### config.mk
export PLATFORM = sky130hd
export DESIGN_NAME = eth_tx_arbiter
export DESIGN_NICKNAME = d
export VERILOG_FILES = /design/src/rtl/eth_tx_arb_pkg.sv /design/src/rtl/eth_tx_arbiter_rr_select.sv /design/src/rtl/eth_tx_arbiter.sv
export SDC_FILE = /design/constraint.sdc
export NUM_CORES = 1
export LEC_CHECK = 0
export CAP_MARGIN = 20
export CORE_ASPECT_RATIO = 1.5
export CORE_UTILIZATION = 32
export CTS_CLUSTER_DIAMETER = 80
export CTS_CLUSTER_SIZE = 20
export DETAILED_ROUTE_END_ITERATION = 7
export GPL_ROUTABILITY_DRIVEN = 0
export MAX_ROUTING_LAYER = met4
export PLACE_DENSITY = 0.76
export SKIP_CTS_REPAIR_TIMING = 1
export SLEW_MARGIN = 30
export SYNTH_ARGS = -nofsm -noshare
export SYNTH_HDL_FRONTEND = slang
export SYNTH_SLANG_ARGS = --single-unit
### constraint.sdc
create_clock -name i_clk -period 1.5 [get_ports i_clk]
set_input_delay 0.225 -clock i_clk [delete_from_list [all_inputs] [get_ports i_clk]]
set_output_delay 0.225 -clock i_clk [all_outputs]
set_load 0.05 [all_outputs]
### src/rtl/eth_tx_arb_pkg.sv
// Shared types and helpers for the Ethernet TX arbiter.
package eth_tx_arb_pkg;

    typedef enum logic {
        IDLE   = 1'b0,
        ACTIVE = 1'b1
    } arb_state_t;

    localparam int unsigned HDR_FIELD_W = 16;
    localparam int unsigned MAX_PORTS   = 8;

    // Round-robin pick: first set request at or after ptr, wrapping over n ports.
    // Returns ptr unchanged when no request is set.
    function automatic int unsigned rr_select(
        input logic [MAX_PORTS-1:0] req,
        input int unsigned          ptr,
        input int unsigned          n
    );
        logic [2:0] idx;
        logic       found;
        rr_select = ptr;
        found     = 1'b0;
        for (int unsigned i = 0; i < MAX_PORTS; i++) begin
            idx = 3'((ptr + i) % n);
            if (!found && (i < n) && req[idx]) begin
                rr_select = 32'(idx);
                found     = 1'b1;
            end
        end
    endfunction

endpackage

### src/rtl/eth_tx_arbiter_rr_select.sv
// Combinational round-robin priority selector (rotate / find-first-set / un-rotate).
module rr_priority_select
    import eth_tx_arb_pkg::*;
#(
    parameter int unsigned NUM_PORTS = 2,
    parameter int unsigned PORT_W    = 1
) (
    input  logic [NUM_PORTS-1:0] req_i,
    input  logic [PORT_W-1:0]    ptr_i,
    output logic [PORT_W-1:0]    sel_o
);

    // Search order starts at ptr_i and wraps modulo NUM_PORTS.
    always_comb begin
        sel_o = PORT_W'(rr_select(MAX_PORTS'(req_i), 32'(ptr_i), NUM_PORTS));
    end

endmodule

### src/rtl/eth_tx_arbiter.sv
// Packet-granular round-robin arbiter in front of the MAC TX FIFO write port.
module eth_tx_arbiter
    import eth_tx_arb_pkg::*;
#(
    parameter int unsigned NUM_PORTS  = 2,
    parameter int unsigned DATA_WIDTH = 8,
    // Derived grant index width; leave at its default.
    parameter int unsigned PORT_W     = (NUM_PORTS > 1) ? $clog2(NUM_PORTS) : 1
) (
    input  logic                              i_clk,
    input  logic                              i_reset,
    input  logic [NUM_PORTS*DATA_WIDTH-1:0]   s_axis_tdata,
    input  logic [NUM_PORTS-1:0]              s_axis_tvalid,
    input  logic [NUM_PORTS-1:0]              s_axis_tlast,
    output logic [NUM_PORTS-1:0]              s_axis_trdy,
    input  logic [NUM_PORTS-1:0]              s_hdr_tvalid,
    input  logic [NUM_PORTS*HDR_FIELD_W-1:0]  s_udp_hdr_length,
    input  logic [NUM_PORTS*HDR_FIELD_W-1:0]  s_udp_hdr_checksum,
    input  logic [NUM_PORTS*HDR_FIELD_W-1:0]  s_ip_hdr_length,
    output logic [DATA_WIDTH-1:0]             m_axis_tdata,
    output logic                              m_axis_tvalid,
    output logic                              m_axis_tlast,
    input  logic                              m_axis_trdy,
    output logic                              m_hdr_tvalid,
    output logic [HDR_FIELD_W-1:0]            m_udp_hdr_length,
    output logic [HDR_FIELD_W-1:0]            m_udp_hdr_checksum,
    output logic [HDR_FIELD_W-1:0]            m_ip_hdr_length,
    output logic [PORT_W-1:0]                 o_grant,
    output logic                              o_busy
);

    arb_state_t             state_q, state_d;
    logic [PORT_W-1:0]      grant_q, grant_d;
    logic [PORT_W-1:0]      rr_ptr_q, rr_ptr_d;
    logic                   busy_q, busy_d;
    logic [PORT_W-1:0]      rr_sel;
    logic                   active;
    logic                   pkt_done;
    logic                   hdr_load;
    logic                   hdr_vld_q;
    logic [HDR_FIELD_W-1:0] udp_len_q, udp_csum_q, ip_len_q;

    rr_priority_select #(
        .NUM_PORTS (NUM_PORTS),
        .PORT_W    (PORT_W)
    ) u_rr_select (
        .req_i (s_axis_tvalid),
        .ptr_i (rr_ptr_q),
        .sel_o (rr_sel)
    );

    // Zero-latency datapath mux from the granted port; nothing passes while idle.
    always_comb begin
        active        = (state_q == ACTIVE);
        m_axis_tdata  = s_axis_tdata[32'(grant_q)*DATA_WIDTH +: DATA_WIDTH];
        m_axis_tvalid = active & s_axis_tvalid[grant_q];
        m_axis_tlast  = active & s_axis_tlast[grant_q];
        s_axis_trdy   = '0;
        if (active) begin
            s_axis_trdy[grant_q] = m_axis_trdy;
        end
        pkt_done = m_axis_tvalid & m_axis_trdy & m_axis_tlast;
        hdr_load = active & s_hdr_tvalid[grant_q];
    end

    // Next-state: grant on any request in IDLE, release after the tlast handshake.
    always_comb begin
        state_d  = state_q;
        grant_d  = grant_q;
        rr_ptr_d = rr_ptr_q;
        busy_d   = busy_q;
        unique case (state_q)
            IDLE: begin
                if (|s_axis_tvalid) begin
                    grant_d = rr_sel;
                    state_d = ACTIVE;
                    busy_d  = 1'b1;
                end
            end
            ACTIVE: begin
                if (pkt_done) begin
                    state_d  = IDLE;
                    busy_d   = 1'b0;
                    rr_ptr_d = (grant_q == PORT_W'(NUM_PORTS - 1)) ? '0 : grant_q + 1'b1;
                end
            end
            default: state_d = IDLE;
        endcase
    end

    // Arbitration state registers.
    always_ff @(posedge i_clk or posedge i_reset) begin
        if (i_reset) begin
            state_q  <= IDLE;
            grant_q  <= '0;
            rr_ptr_q <= '0;
            busy_q   <= 1'b0;
        end else begin
            state_q  <= state_d;
            grant_q  <= grant_d;
            rr_ptr_q <= rr_ptr_d;
            busy_q   <= busy_d;
        end
    end

    // Header sideband: capture the granted port's fields and strobe for one cycle.
    always_ff @(posedge i_clk or posedge i_reset) begin
        if (i_reset) begin
            hdr_vld_q  <= 1'b0;
            udp_len_q  <= '0;
            udp_csum_q <= '0;
            ip_len_q   <= '0;
        end else begin
            hdr_vld_q <= hdr_load;
            if (hdr_load) begin
                udp_len_q  <= s_udp_hdr_length[32'(grant_q)*HDR_FIELD_W +: HDR_FIELD_W];
                udp_csum_q <= s_udp_hdr_checksum[32'(grant_q)*HDR_FIELD_W +: HDR_FIELD_W];
                ip_len_q   <= s_ip_hdr_length[32'(grant_q)*HDR_FIELD_W +: HDR_FIELD_W];
            end
        end
    end

    assign m_hdr_tvalid       = hdr_vld_q;
    assign m_udp_hdr_length   = udp_len_q;
    assign m_udp_hdr_checksum = udp_csum_q;
    assign m_ip_hdr_length    = ip_len_q;
    assign o_grant            = grant_q;
    assign o_busy             = busy_q;

endmodule

======== Word-level counts from Yosys, hierarchy flattened ========
Cells that the tools add are included.
storage, ports and cells
  logic and storage cells ................. 56
  output and inout bits ................... 63
  input bits .............................. 121
  bits in registers ....................... 53
cells by class
  $lt $le $gt $ge ......................... 4
  bitwise logic cells ..................... 7
  muxes and demuxes ....................... 22
  reductions and logical operators ........ 7
  equality and inequality tests ........... 2
  shifts and indexed selects .............. 4
  add/subtract/negate cells ............... 2
operators with widths
  cell                 count
  $shiftx 32x6->16     3
  $mux 1               18
  $shiftx 16x5->8      1
  $lt 1x4->1 const B   2
  $reduce_and 2->1     3
  $and 1x1->1          5
  $pmux 1 s2           2
  $add 1x1->1 const B  2
  $and 2x2->2          1
  $logic_and 1x1->1    2
  $lt 1x2->1 const B   1
  $mux 2               1
  $ne 2x1->1 const B   1
  $ne 2x2->1 const B   1
  $reduce_or 2->1      1
  $demux 1 s1          1
  $ge 1x1->1 const B   1
  $logic_not 1->1      1
  $not 1->1            1

======== Longest topological paths before layout ========
Gate-level depths: netlist of the first run.
  depth in word-level cells ............... 7
  gate-level depth with buffers ........... 6
  gate-level depth less buffers ........... 3

======== Hierarchy ========
A second synthesis of the first run with hierarchy kept.
second synthesis, totals
  cells, all modules ...................... 255
  area, all modules ....................... 2,732.6 um2
by module, submodules not included
  module              times used  sequential area each (um2)  cells an instance  area each (um2)
  eth_tx_arbiter      1           1,326.3                     252                2,720.1
  rr_priority_select  1           0.0                         3                  12.5

======== Worst setup path before layout of the first run ========
OpenSTA, ideal clock, no wires.
  path type ............................... reg-to-output
  start ................................... register grant_q, in the netlist o_grant
  end ..................................... output s_axis_trdy[0]
  stages on the path, launching flop included .. 4
  data required time ...................... 1.275 ns
  path buffers ............................ 2
  arrival ................................. 1.631 ns
  slack ................................... -0.356 ns
  cells stage by stage .................... dfrtp_1 > buf_4 > buf_2 > nor2_1
between the ends
  cells in the longest elaborated chain, start to end .. 6
  elaborated cells on any way between the ends .. 7
  classes of those cells .................. order compare: 2; mux: 3; bitwise: 1; reduce/logical: 1
ends and longest elaborated chain
  what                                                                   RTL line               RTL
  start: declaration                                                     eth_tx_arbiter.sv:33   logic [PORT_W-1:0] grant_q, grant_d;
  start signal: assignment                                               eth_tx_arbiter.sv:100  grant_q <= grant_d;
  $lt 1x2->1 (implied by the code) / $ge 1x1->1 (equally long branches)  eth_tx_arbiter.sv:60   s_axis_trdy[grant_q] = m_axis_trdy;
  $logic_and 1x1->1 (implied by the code)                                eth_tx_arbiter.sv:60
  $mux 1 (implied by the code)                                           eth_tx_arbiter.sv:60
  $demux 1 s1 *                                                          eth_tx_arbiter.sv:60
  $and 2x2->2 (no line) *                                                -
  $mux 2 *                                                               eth_tx_arbiter.sv:59   if (active) begin
  end: declaration                                                       eth_tx_arbiter.sv:15   output logic [NUM_PORTS-1:0] s_axis_trdy,
Every way passes the cells marked *; elsewhere a longest branch is shown, timed or not.

======== Worst setup path in the final report of the first run ========
  start ................................... register grant_q, in the netlist o_grant
  end ..................................... output m_axis_tdata[5]
between the ends
  cells in the longest elaborated chain, start to end .. 1
ends and longest elaborated chain
  what              RTL line              RTL
  $shiftx 16x5->8   eth_tx_arbiter.sv:55  m_axis_tdata = s_axis_tdata[32'(grant_q)*DATA_WIDTH +: DATA_WIDTH];
  end: declaration  eth_tx_arbiter.sv:20  output logic [DATA_WIDTH-1:0] m_axis_tdata,
Every way passes these cells.

==> results of run 1 <==
==> kinds of logic (layout without fill, tap and decap cells) <==
logic type | Yosys count | in the layout | share of synthesized area
multiplexers | 60 | 60 | 0.2268
AO/OA/AOI/OAI | 100 | 100 | 0.2088
flip-flops | 53 | 53 | 0.4876
buffers and inverters | 32 | 209 | 0.06071
AND/OR/NAND/NOR | 9 | 9 | 0.01610
==> metrics by stage <==
step                  util  TNS [ns]  worst slack [ns]  cell area (µm²)  std cells
floorplan                -   -0.1486           -0.1290             2779        254
global placement    0.5713  -0.04055          -0.04055             4632        527
detailed placement  0.5713   -0.1175          -0.05977             4632        527
CTS                 0.5907    -2.325           -0.2265             4790        535
global route        0.6063    -7.190           -0.1847             4916        536
finish              0.6063    -4.275           -0.1434             4916        536
==> cells in the mapped netlist <==
| library cell | instances | area share |
|---|---|---|
| o2bb2ai_1 | 1 | 0.0032 |
| and2_1 | 1 | 0.0023 |
| buf_4 | 1 | 0.0028 |
| buf_1 | 1 | 0.0014 |
| nand4b_1 | 1 | 0.0032 |
| buf_2 | 9 | 0.017 |
| a31oi_1 | 49 | 0.11 |
| a21boi_0 | 1 | 0.0028 |
| dfrtp_1 | 53 | 0.49 |
| a21oi_1 | 49 | 0.090 |
| inv_1 | 4 | 0.0055 |
| mux2_4 | 1 | 0.0055 |
| nor2_1 | 3 | 0.0041 |
| buf_6 | 4 | 0.017 |
| mux2i_1 | 50 | 0.18 |
| mux2_2 | 9 | 0.037 |
| clkbuf_1 | 13 | 0.018 |
| nand2_1 | 3 | 0.0041 |
| and3_1 | 1 | 0.0023 |
==> final cells by class <==
class                           instances  area [µm²]
Clock buffer                            7       152.6
Clock inverter                          1       5.005
Fill cell                             721        3192
Inverter                                4       18.77
Multi-Input combinational cell        169        1328
Sequential cell                        53        1331
Tap cell                              105       131.4
Timing Repair Buffer                  197        1949
==> sequential cells by signal, summed over array words and instances, names as in the netlist <==
signal and flops:
o_busy 1, m_ip_hdr_length 16, m_hdr_tvalid 1, rr_ptr_q 1, o_grant 1, m_udp_hdr_checksum 16
active 1, m_udp_hdr_length 16
==> how the worst max path moves through the flow <==
stage	end
after detailed placement	m_axis_tvalid
after global placement	m_axis_tvalid
after floorplan	s_axis_trdy[0]
final	m_axis_tdata[5]
after global routing	m_axis_tlast
after CTS	m_axis_tdata[1]
==> power groups by stage <==
stage                     Sequential (µW)  Clock [µW]  Combinational [µW]
after floorplan                      4880           0                2620
final                                2580        1170                7380
after global routing                 2680        1260                7770
after global placement               2550           0                7080
after detailed placement             2570           0                7170
after CTS                            2560        1220                7170
==> layer usage <==
metal | track usage | part of all wire | vias to the layer above
li1 | - | - | 1309
met1 | 0.1914 | 0.37 | 1232
met2 | 0.3404 | 0.55 | 115
met3 | 0.03016 | 0.063 | 6
met4 | 0.05409 | 0.012 | 0
met5 | - | 0 | -
==> worst max-delay path, delay by kind of cell (launching register included) <==
kind,cells,cell delay [ns]
buf+inv,2,0.31
mux,1,0.31
flops,1,0.51
==> flow_summary.json, run 1 <==
{
  "status": "finished, violations left",
  "failed_checks": "setup timing",
  "crit_type": "register to output pin",
  "maxSlewHeadroom": 0.7556,
  "diodes": 0,
  "r2r_cells": 5,
  "cp-startpoint": "o_grant",
  "antenna_found_initial": 0,
  "yosys_warnings": 0,
  "power_frac_clock": 0.105,
  "first_iter_violations": 117,
  "root_buffer": "clkbuf_16",
  "ys_types": 19,
  "setup_ws_ns": -0.1434,
  "grt_pass1_vias": 2658,
  "min_period_ns": 1.643,
  "drv_cap": 0,
  "drt_pass1_iterations": 4,
  "setup_viol": 60,
  "antenna_left": 0,
  "drv_slew": 0,
  "hold_path.class": "primary input to asynchronous set/reset pin",
  "cp.required_ns": 1.27,
  "num_io_pins": 184,
  "rows": 40,
  "cts_tree": "built",
  "clk_latency_ns": 0.28,
  "reg2reg_from": "o_grant",
  "power_density_nw_per_um2": 2266,
  "yosysSeqAreaShare": 0.4876,
  "nNetsFinal": 551,
  "worstSetupStartpointType": "register",
  "ys_ff_latch": 53,
  "grt_usage": 0.1810,
  "htree_levels": 2,
  "coreArea_um2": 8108,
  "sequentialPowerShare": 0.232,
  "synthCells": 254,
  "ff2ff_setup_slack_ns": -0.10,
  "crit_chain": "buf_6 > mux2_4 > buf_6",
  "drive_above_1_share": 0.2715,
  "drt_wl_total_mm": 7.995,
  "worstPathArrival_ns": 1.42,
  "leakage_uw": 0.002147,
  "vdd_drop_max_uv": 1197,
  "overflow": 0,
  "grt_pass1_wl_mm": 12.47,
  "swShare": 0.4972,
  "fin_skew_ns": 0.006744,
  "power.total_uw": 11140,
  "fmax_mhz": 608.5,
  "cp_max_fo": 6,
  "period_share": 1.096,
  "pwr-share-comb": 0.663,
  "final_cell_mix": "clkdlybuf4s50_1, buf_4, dfrtp_1",
  "die_x_um": 77.28,
  "syn-cell-area_um2": 2720,
  "clockBufferDepth": 2,
  "worst_r2r_endpoint": "m_udp_hdr_length[0]",
  "cts_sinks": 53,
  "hold_ws_ns": 0.3514,
  "die_h_um": 114.9,
  "route.detailed.drc": 0,
  "num_vias": 2662,
  "portBuffers": 183,
  "final_common_cell": "clkdlybuf4s50_1",
  "p_int_uw": 5601,
  "route.detailed.vias_per_inst": 4.966,
  "path_clk_slew_ns": 0.07,
  "worstSetupEndpointType": "output pin",
  "syn_nets": 375,
  "die-area_um2": 8881,
  "wl_per_cell_um": 14.92,
  "cts_buffers": 5,
  "finalHoldViolations": 0,
  "p_sw_uw": 5538,
  "floorplan.initialDensity": 0.3355,
  "worst_slew_pin_slew_ns": 0.3666,
  "synth_area_per_cell_um2": 10.71,
  "cp_slowest_cell": "dfrtp_4",
  "cpPeakStageDelay_ns": 0.51,
  "syn_to_final_growth_pct": 80.73,
  "hpwl_mm": 6.079,
  "grt_setup_unrepaired": "yes",
  "crit_top_cell": "buf_6",
  "grt_max_degree": 64
}
(Power assumes the default switching activity.)
==> run 2: changes to the inputs <==
Settings changed: CELL_PAD_IN_SITES_DETAIL_PLACEMENT from default to 0, CELL_PAD_IN_SITES_GLOBAL_PLACEMENT from default to 1, CORE_UTILIZATION 32 to 27, PLACE_DENSITY 0.76 to default, PLACE_DENSITY_LB_ADDON from default to 0.1.
Clock period 1.5 ns to 1.93 ns, I/O delays scaled along.
==> run 2 against run 1 <==
Compared with the run above:
- the flow finishes with violations (DRC)
- critical endpoint is now m_axis_tdata[3]
- combinational power down 23%
- routed wire length down 1.2%
- power down 24%
==> flow_summary.json, run 2 (same netlist as run 1, synthesis figures left out) <==
{
  "ff_latch_area_um2": 1334,
  "finalHoldViolations": 0,
  "failed_checks": "DRC",
  "die-area_um2": 10490,
  "final_common_cell": "clkdlybuf4s50_1",
  "finish.utilization": 0.4969,
  "rows": 44,
  "maxSlewHeadroom": 0.6321,
  "final_cell_mix": "clkdlybuf4s50_1, dfrtp_1, mux2i_1",
  "wl_per_cell_um": 14.49,
  "grt_setup_unrepaired": "no",
  "hold_path.class": "primary input to asynchronous set/reset pin",
  "tns_ns": 0,
  "fillers": 904,
  "clk_latency_ns": 0.29,
  "status": "finished, violations left",
  "crit_type": "register to output pin",
  "power_density_nw_per_um2": 1758,
  "drt_pass1_iterations": 6,
  "overflow": 0,
  "clockBufferDepth": 2,
  "die_h_um": 124.9,
  "coreArea_um2": 9744,
  "die_x_um": 83.96,
  "grt_pass1_wl_mm": 12.46,
  "worstPathArrival_ns": 1.50,
  "worstSetupEndpointType": "output pin",
  "grt_pass1_vias": 2529,
  "nNetsFinal": 551,
  "cp.required_ns": 1.64,
  "first_iter_violations": 107,
  "root_buffer": "clkbuf_16",
  "portBuffers": 183,
  "cts_buffers": 5,
  "drv_cap": 0,
  "syn_to_final_growth_pct": 78.01,
  "num_vias": 2633,
  "grt_max_degree": 54,
  "min_period_ns": 1.786,
  "worstSetupStartpointType": "register",
  "grt_usage": 0.1536,
  "multi_input_area_um2": 1229,
  "cts_sinks": 53,
  "path_clk_slew_ns": 0.06,
  "ff2ff_setup_slack_ns": 0.24,
  "route.detailed.vias_per_inst": 4.831,
  "hpwl_mm": 5.883,
  "fin_skew_ns": 0.002981,
  "cts_tree": "built",
  "diodes": 0,
  "route.detailed.drc": 18,
  "vdd_drop_max_uv": 782.5,
  "drv_slew": 0,
  "cp_max_fo": 8,
  "drive_above_1_share": 0.1140,
  "num_io_pins": 184,
  "htree_levels": 2,
  "setup_viol": 0,
  "fmax_mhz": 559.9,
  "drt_wl_total_mm": 7.896,
  "period_share": 0.9255,
  "antenna_left": 0,
  "worst_slew_pin_slew_ns": 0.5501,
  "power.total_uw": 8514,
  "floorplan.initialDensity": 0.2791,
  "antenna_found_initial": 0,
  "leakage_uw": 0.002035
}
[run 2: cell types whose count changed in the layout (fill, tap and decap cells not counted), sizes merged]
cell / delta
clkdlybuf4s50: +48
clkbuf: -1
inv: +1
clkinv: -1
buf: -48
[run 2: stage by stage]
stage / cells / hold WS, ns / setup WS (ns) / cell area, µm²
finish: 545 / 0.3665 / 0.1439 / 4842
global placement: 534 / 0.4834 / 0.2790 / 4666
detailed placement: 534 / 0.4864 / 0.2756 / 4666
CTS: 541 / 0.3800 / 0.001745 / 4812
global route: 545 / 0.3951 / 0.09427 / 4842
floorplan: 254 / 0.3936 / 0.009171 / 2720
[run 2: routing by layer]
| metal | track usage | up-vias | wire, µm |
|---|---|---|---|
| met5 | - | - | 0 |
| met4 | 0.04564 | 0 | 91 |
| met3 | 0.03300 | 8 | 496 |
| met2 | 0.2676 | 109 | 4125 |
| met1 | 0.1757 | 1211 | 3182 |
| li1 | - | 1305 | - |
[run 2: layout make-up]
class,instances,area share
inverter,4,0.003101
clock buffer,6,0.02868
timing repair buffer,197,0.4078
multi-input combinational,169,0.2537
tap,115,0.02972
clock inverter,1,0.001550
sequential,53,0.2755
[run 2: report_power, final]
part	total [µW]	internal, µW	switching (µW)	leakage [µW]
registers	1970	1670	300	0.000586
clock network	889	509	380	0.0000690
logic	5660	2130	3530	0.00138
[run 2: path summary, 6_finish.rpt]
path | startpoint | end | depth (start not counted)
worst max-delay path | o_grant | m_axis_tdata[3] | 3
worst min-delay path | i_reset | active | 3
worst max register to register | o_grant | m_ip_hdr_length[15] | 5
worst min register to register | o_busy | o_busy | 1
max in group asynchronous | i_reset | o_grant | 3
min in group i_clk | o_busy | o_busy | 1
[run 2: critical path, stage by stage, from the launching register on]
cell and delay (ns):
dfrtp_4 0.47, buf_4 0.20, mux2_2 0.35, buf_4 0.19
==> run 3: changes to the inputs <==
Settings changed: CORE_MARGIN from default to 2.
==> run 3 against run 2 <==
Compared with the run above:
- the run now ends clean
- final cell count is 0.73% lower
- routed wire length is 4.2% higher
- non-clock buffer count shrank 4
- global-route usage down 0.23 points
- setup slack gained 0.016 ns
- fmax is 0.92% higher
- sequential share of layout area down 0.094 points
- register-to-register slack better by 0.04 ns
- core utilization up 0.077 points
- largest power group unchanged
- highest routed layer unchanged
==> flow_summary.json, run 3 (same netlist as run 1, synthesis figures left out) <==
{
  "status": "finished clean",
  "worstSetupEndpointType": "output pin",
  "num_io_pins": 184,
  "power.total_uw": 8563,
  "worstSetupStartpointType": "register",
  "rows": 44,
  "drv_slew": 0,
  "num_vias": 2598,
  "die-area_um2": 10910,
  "vdd_drop_max_uv": 777.6,
  "hpwl_mm": 6.002,
  "placed_cells": 531,
  "grt_setup_unrepaired": "no",
  "tns_ns": 0,
  "cts_tree": "built",
  "portBuffers": 183,
  "route.detailed.drc": 0,
  "p_sw_uw": 4237,
  "crit_chain": "clkdlybuf4s50_1",
  "pwr-share-comb": 0.666,
  "worst_slew_pin_slew_ns": 0.5482,
  "power_frac_clock": 0.105,
  "period_share": 0.9170,
  "clk_latency_ns": 0.29,
  "fin_skew_ns": 0.004073,
  "drt_pass1_iterations": 4,
  "root_buffer": "clkbuf_16",
  "nNetsFinal": 547,
  "diodes": 0,
  "cp_slowest_cell": "clkdlybuf4s50_1",
  "path_clk_slew_ns": 0.07,
  "floorplan.initialDensity": 0.2791,
  "cpPeakStageDelay_ns": 0.84,
  "antenna_found_initial": 0,
  "first_iter_violations": 121,
  "fmax_mhz": 565.0,
  "grt_usage": 0.1513,
  "swShare": 0.4948,
  "die_x_um": 85.96,
  "r2r_cells": 5,
  "cp.required_ns": 1.64,
  "syn_to_final_growth_pct": 78.29,
  "final_cell_mix": "clkdlybuf4s50_1, dfrtp_1, mux2i_1",
  "maxSlewHeadroom": 0.6334,
  "min_period_ns": 1.770,
  "ff2ff_setup_slack_ns": 0.28,
  "htree_levels": 2,
  "overflow": 0,
  "final_common_cell": "clkdlybuf4s50_1",
  "fillers": 954,
  "drive_above_1_share": 0.1033,
  "cts_buffers": 5,
  "worst_r2r_endpoint": "m_udp_hdr_checksum[1]",
  "leakage_uw": 0.002030,
  "setup_viol": 0,
  "route.detailed.vias_per_inst": 4.802,
  "die_h_um": 126.9,
  "fin_cells": 541,
  "antenna_left": 0,
  "drt_wl_total_mm": 8.230,
  "finalHoldViolations": 0,
  "drv_cap": 0,
  "worstPathArrival_ns": 1.48,
  "post_dp_cell_area_um2": 4656,
  "cpLargestDelayFamily": "buffers and inverters",
  "reg2reg_from": "o_grant",
  "grt_max_degree": 98,
  "crit_type": "register to output pin",
  "cts_sinks": 53,
  "clockBufferDepth": 2,
  "hold_path.class": "primary input to asynchronous set/reset pin",
  "power_density_nw_per_um2": 1766,
  "coreArea_um2": 9744,
  "grt_pass1_vias": 2446,
  "wl_per_cell_um": 15.21,
  "finish.utilization": 0.4977,
  "final_cell_area_um2": 4850,
  "sequentialPowerShare": 0.229,
  "cp_max_fo": 2,
  "grt_pass1_wl_mm": 12.68,
  "cp-startpoint": "m_ip_hdr_length[12]",
  "critPathBufInv": 1,
  "p_int_uw": 4326
}
-- run 3: cell types whose count changed in the layout (fill, tap and decap cells not counted) --
cell and change:
clkdlybuf4s50_1 +1, dfrtp_2 +1, buf_12 +3, buf_4 -8, dfrtp_4 -1
-- run 3: power by group through the flow --
| stage | combinational, µW | sequential (µW) | clock [µW] |
|---|---|---|---|
| 6_report | 5700 | 1960 | 899 |
| 2_1_floorplan | 1940 | 3790 | 0 |
| 3_5_place_dp | 5600 | 2030 | 0 |
| 5_1_grt | 6010 | 2030 | 996 |
| 3_3_place_gp | 5580 | 2020 | 0 |
| 4_1_cts | 5610 | 2020 | 938 |
-- run 3: how the worst max path moves through the flow --
| stage | cells after the start | to |
|---|---|---|
| after floorplan | 3 | s_axis_trdy[0] |
| after global placement | 4 | m_axis_tvalid |
| after detailed placement | 4 | m_axis_tvalid |
| after CTS | 3 | m_axis_tvalid |
| after global routing | 1 | m_ip_hdr_length[13] |
| final | 1 | m_ip_hdr_length[12] |
-- run 3: routing by layer --
| layer | share of wire | GRT usage | routed length [µm] | vias to the layer above |
|---|---|---|---|---|
| met3 | 0.077 | 0.04229 | 637 | 6 |
| met4 | 0.012 | 0.03922 | 99 | 0 |
| met1 | 0.40 | 0.1739 | 3256 | 1196 |
| met5 | 0 | - | 0 | - |
| met2 | 0.51 | 0.2572 | 4236 | 98 |
| li1 | - | - | - | 1298 |
-- run 3: per-stage QoR --
step	hold WS [ns]	setup slack, ns
finish	0.3712	0.1602
global route	0.4067	0.09714
CTS	0.3797	0.02136
detailed placement	0.4955	0.2555
global placement	0.4923	0.2830
floorplan	0.3936	0.009171
-- run 3: worst register-to-register path: cells and delay by family, from the launching register on --
kind                   cells  cell delay, ns
flip-flops                 1            0.51
multiplexers               1            0.32
buffers and inverters      2            0.42
AO/OA/AOI/OAI              2            0.26
-- run 3: layout make-up --
type,instances,area (µm²),area share
inverters,4,15.01,0.003096
flip-flops and latches,53,1331,0.2745
repair buffers,193,1984,0.4092
clock buffers,6,138.9,0.02864
clock inverters,1,7.507,0.001548
well taps,115,143.9,0.02967
multi-input cells,169,1229,0.2534
